### config.mk
export PLATFORM = sky130hd
export DESIGN_NAME = pulse_stretcher
export DESIGN_NICKNAME = d
export VERILOG_FILES = /design/src/rtl/pulse_stretcher.sv
export SDC_FILE = /design/constraint.sdc
export NUM_CORES = 1
export LEC_CHECK = 0
export ABC_AREA = 1
export CORE_MARGIN = 5
export CORE_UTILIZATION = 39
export CTS_CLUSTER_SIZE = 25
export DETAILED_ROUTE_END_ITERATION = 8
export PLACE_DENSITY = 0.59
export SLEW_MARGIN = 20
export SYNTH_ARGS = -nofsm -noshare
export SYNTH_HDL_FRONTEND = slang
export SYNTH_SLANG_ARGS = --single-unit
export TNS_END_PERCENT = 20
### constraint.sdc
create_clock -name clk -period 1.35 [get_ports clk]
set_input_delay 0.27 -clock clk [delete_from_list [all_inputs] [get_ports clk]]
set_output_delay 0.27 -clock clk [all_outputs]
set_load 0.1 [all_outputs]
### src/rtl/pulse_stretcher.sv
// Stretches single-cycle event pulses into fixed-width high windows separated by a guaranteed low gap.
// Events arriving mid-window are queued in a saturating counter and replayed in order.
module pulse_stretcher #(
  parameter int HIGH_CYCLES = 3,
  parameter int LOW_CYCLES  = 2,
  parameter int PEND_W      = 2
) (
  input  logic              clk,
  input  logic              rst_n,
  input  logic              pulse_i,
  input  logic              clr_ovf_i,
  output logic              level_o,
  output logic              busy_o,
  output logic [PEND_W-1:0] pend_o,
  output logic              ovf_o
);

  localparam int MAX_CYC = (HIGH_CYCLES > LOW_CYCLES) ? HIGH_CYCLES : LOW_CYCLES;
  localparam int CW      = $clog2(MAX_CYC) + 1;
  localparam logic [PEND_W-1:0] PEND_MAX = {PEND_W{1'b1}};
  localparam logic [CW-1:0]     HIGH_LD  = CW'(HIGH_CYCLES - 1);
  localparam logic [CW-1:0]     LOW_LD   = CW'(LOW_CYCLES - 1);

  typedef enum logic [1:0] {
    ST_IDLE = 2'd0,
    ST_HIGH = 2'd1,
    ST_GAP  = 2'd2
  } state_t;

  state_t            state_q, state_d;
  logic [CW-1:0]     cnt_q, cnt_d;
  logic [PEND_W-1:0] pend_q, pend_d;
  logic              ovf_q, ovf_d;
  logic              level_q, busy_q;

  logic launch_pt;
  logic do_launch;
  logic ovf_set;

  // A launch point is IDLE or the final GAP cycle; only there may a new window start.
  assign launch_pt = (state_q == ST_IDLE) || ((state_q == ST_GAP) && (cnt_q == '0));
  assign do_launch = launch_pt && ((pend_q != '0) || pulse_i);

  always_comb begin
    state_d = state_q;
    cnt_d   = cnt_q;
    pend_d  = pend_q;
    ovf_set = 1'b0;

    if (launch_pt) begin
      if (pend_q != '0) begin
        pend_d = pend_q - PEND_W'(1) + PEND_W'(pulse_i);
      end
    end else if (pulse_i) begin
      if (pend_q != PEND_MAX) begin
        pend_d = pend_q + PEND_W'(1);
      end else begin
        ovf_set = 1'b1;
      end
    end

    case (state_q)
      ST_IDLE: begin
        if (do_launch) begin
          state_d = ST_HIGH;
          cnt_d   = HIGH_LD;
        end
      end
      ST_HIGH: begin
        if (cnt_q == '0) begin
          state_d = ST_GAP;
          cnt_d   = LOW_LD;
        end else begin
          cnt_d = cnt_q - CW'(1);
        end
      end
      ST_GAP: begin
        if (cnt_q == '0) begin
          if (do_launch) begin
            state_d = ST_HIGH;
            cnt_d   = HIGH_LD;
          end else begin
            state_d = ST_IDLE;
            cnt_d   = '0;
          end
        end else begin
          cnt_d = cnt_q - CW'(1);
        end
      end
      default: begin
        state_d = ST_IDLE;
        cnt_d   = '0;
      end
    endcase

    ovf_d = ovf_set ? 1'b1 : (clr_ovf_i ? 1'b0 : ovf_q);
  end

  always_ff @(posedge clk) begin
    if (!rst_n) begin
      state_q <= ST_IDLE;
      cnt_q   <= '0;
      pend_q  <= '0;
      ovf_q   <= 1'b0;
      level_q <= 1'b0;
      busy_q  <= 1'b0;
    end else begin
      state_q <= state_d;
      cnt_q   <= cnt_d;
      pend_q  <= pend_d;
      ovf_q   <= ovf_d;
      level_q <= (state_d == ST_HIGH);
      busy_q  <= (state_d != ST_IDLE);
    end
  end

  assign level_o = level_q;
  assign busy_o  = busy_q;
  assign pend_o  = pend_q;
  assign ovf_o   = ovf_q;

endmodule

==> flow_metrics.py <==
metrics = {
    "setup_path": {
        "critPathArrivalTime_ns": 1.48,
        "worst-endpoint-required_ns": 1.55,
        "r2r_start": "pend_o[0]",
        "reg2reg_slack_ns": 0.07,
        "endpoint_kind": "register",
        "r2r-end": "cnt_q[2]",
        "path_max_fanout": 4,
        "crit_type": "reg -> reg",
        "startpoint": "pend_o[0]",
        "worst_setup_path_start_kind": "register",
        "rr_worst_depth": 8,
    },
    "synthesis": {
        "syn-num-nets": 96,
        "syn_area_um2": 613.1,
        "ys_ff_latch": 10,
        "synth.area.mux_share_pct": 0,
        "yosysTopAreaCell": "dfxtp_1",
        "synth_xor_area_share_pct": 2.857,
        "synth-simple-area-share_pct": 35.92,
        "yosys_warnings": 0,
        "synth_top_family_by_area": "simple AND/OR/NAND/NOR gates",
        "synth.avg_cell_area_um2": 7.047,
        "ys_top_cells_by_area": "dfxtp_1, ha_1, inv_1",
        "synth_top_cell_area_share_pct": 32.65,
        "synth_compound_area_share_pct": 7.959,
        "seq_area_frac_synth_pct": 32.65,
        "synthCells": 87,
        "synth_fa_ha_area_share_pct": 10.20,
        "synth.distinct_cells": 17,
    },
    "clock_tree": {
        "clock_latency_ns": 0.28,
        "cts-buffers-inserted": 3,
        "clockBufferDepth": 2,
        "h-tree-depth": 1,
        "clock-sinks": 10,
        "cts_tree": "built",
        "clkTransAtPathRegs_ns": 0.07,
        "root_buffer": "clkbuf_4",
    },
    "route": {
        "ant_nets": 0,
        "vias": 567,
        "routed_wl_um": 1258,
        "viasPerCell": 4.765,
        "routedWlPerCell_um": 10.57,
        "dr.pass1.iters": 4,
        "drt_first_iter_violations": 18,
        "drcViolationCount": 0,
    },
    "power_and_ir_drop": {
        "peakVddDrop_uv": 1182,
        "total_power_uw": 2289,
        "leakagePower_uw": 0.0004201,
        "power.density_mw_per_mm2": 2663,
    },
    "floorplan": {
        "die-area_mm2": 0.002465,
        "fp.dieH_um": 49.65,
        "start_util_pct": 40.70,
        "ioPinCount": 9,
        "coreArea_mm2": 0.001506,
        "die_width_um": 49.65,
        "std_cell_rows": 14,
    },
    "final_layout": {
        "multi_input_area_um2": 371.6,
        "final_cell_mix": "nand2_1, inv_1, nor2_1",
        "diodes": 0,
        "drive_gt1_share_pct": 28.16,
        "fillers": 139,
        "layout_commonest_cell": "nand2_1",
        "fin_nets": 113,
        "ff_latch_area_um2": 207.7,
        "final_cell_area_um2": 859.6,
        "area_growth_pct": 40.20,
    },
    "placed_design": {
        "gp_congestion": 0.8479,
        "dp_hpwl_um": 998,
        "post_dp_cell_area_um2": 800.8,
        "dp_slack_ns": -0.1218,
        "io_buffers": 8,
    },
    "timing": {
        "relSlewSlack_pct": 86.70,
        "layout_min_cycle_time_ns": 1.281,
        "worst_slack_ns": 0.06860,
        "drv_slew": 0,
        "rsz0062_at_grt": "no",
        "tightestPinTransition_ns": 0.1995,
        "fmax_ghz": 0.7804,
        "hold_violations": 0,
        "finalSetupViolCount": 0,
        "fin_crit_sh_pct": 94.92,
        "hold_slack_ns": 0.4948,
        "finalClockSkew_ns": 0.008327,
    },
    "flow_run": {
        "drv_cap": 0,
    },
    "global_routing": {
        "grt_pass1_wl_um": 2332,
        "grt_pass1_vias": 545,
        "overflow": 0,
        "grt_max_degree": 10,
        "track_usage_pct": 12.26,
        "antenna_found_initial": 0,
    },
    "min_path": {
        "worstHoldEndpoint": "ovf_o",
        "min_path_type": "reg -> reg",
        "min_path_cells": 2,
        "min_from": "ovf_o",
    },
    "status": {
        "status": "finished clean",
    },
}
-- cells in the mapped netlist, drive strengths merged --
cell type,count
nand4,2
o22ai,1
o21ai,4
nand2,20
nor2,12
dfxtp,10
ha,5
inv,17
o211ai,1
nand3,10
xor2,2
a21oi,3
-- layout make-up --
class | count | area share [%]
timing repair buffer | 12 | 18.63
inverter | 17 | 7.424
multi-input combinational | 60 | 43.23
clock buffer | 4 | 4.221
sequential | 10 | 24.16
tap | 16 | 2.329
-- metal layers --
| layer | share of wire (%) | GRT usage (%) | up-vias | wire length (um) |
|---|---|---|---|---|
| li1 | - | - | 312 | - |
| met3 | 4.3 | 5.120 | 4 | 54 |
| met2 | 46 | 16.10 | 10 | 574 |
| met4 | 2.5 | 9.170 | 0 | 31 |
| met5 | 0 | 0 | - | 0 |
| met1 | 47 | 15.51 | 241 | 597 |
-- power by group --
| group | internal [uW] | switching [uW] | leakage (uW) |
|---|---|---|---|
| combinational | 544 | 965 | 0.000315 |
| clock | 164 | 115 | 0.0000210 |
| sequential | 412 | 89.6 | 0.0000838 |
| total | 1120 | 1170 | 0.000420 |
-- sequential cells by signal (all words and copies together) (netlist names) --
signal / count
pend_o: 2
ovf_o: 1
level_o: 1
state_q: 2
busy_o: 1
cnt_q: 3
-- kinds of logic (layout without fill, tap and decap cells) --
kind of cell	Yosys count	count (layout)
simple gates	44	44
buf+inv	17	33
flops	10	10
compound gates	9	9
fa+ha+maj	5	5
xor+xnor	2	2
-- critical path, stage by stage, from the launching register on --
cell and delay [ns]:
dfxtp_4 0.36, inv_2 0.10, ha_4 0.15, inv_1 0.06, nor2_2 0.15, nand3_2 0.11
inv_2 0.08, nand2_1 0.05, a21oi_1 0.14
-- stage by stage --
stage | setup TNS, ns | util (%) | std cells
finish | 0 | 57.06 | 119
detailed placement | -0.5134 | 53.16 | 115
global placement | -0.4333 | 53.16 | 115
floorplan | 0 | - | 87
CTS | 0 | 55.56 | 119
global route | 0 | 57.06 | 119
-- how the worst max path moves through the flow --
| stage | end | slack [ns] | cells past startpoint |
|---|---|---|---|
| after floorplan | cnt_q[0] | 0.009 | 8 |
| after global placement | cnt_q[2] | -0.11 | 7 |
| after detailed placement | cnt_q[2] | -0.12 | 7 |
| after CTS | busy_o | 0.009 | 7 |
| after global routing | cnt_q[2] | 0.002 | 8 |
| final | cnt_q[2] | 0.07 | 8 |
-- repair_timing --
| item | in CTS | in global routing |
|---|---|---|
| resized for setup | 0 | 7 |
| endpoints found under the setup margin | 0 | 8 |
| hold buffers | 0 | 0 |
| buffers inserted | 0 | 0 |
Power figures use the tool's default switching activity.
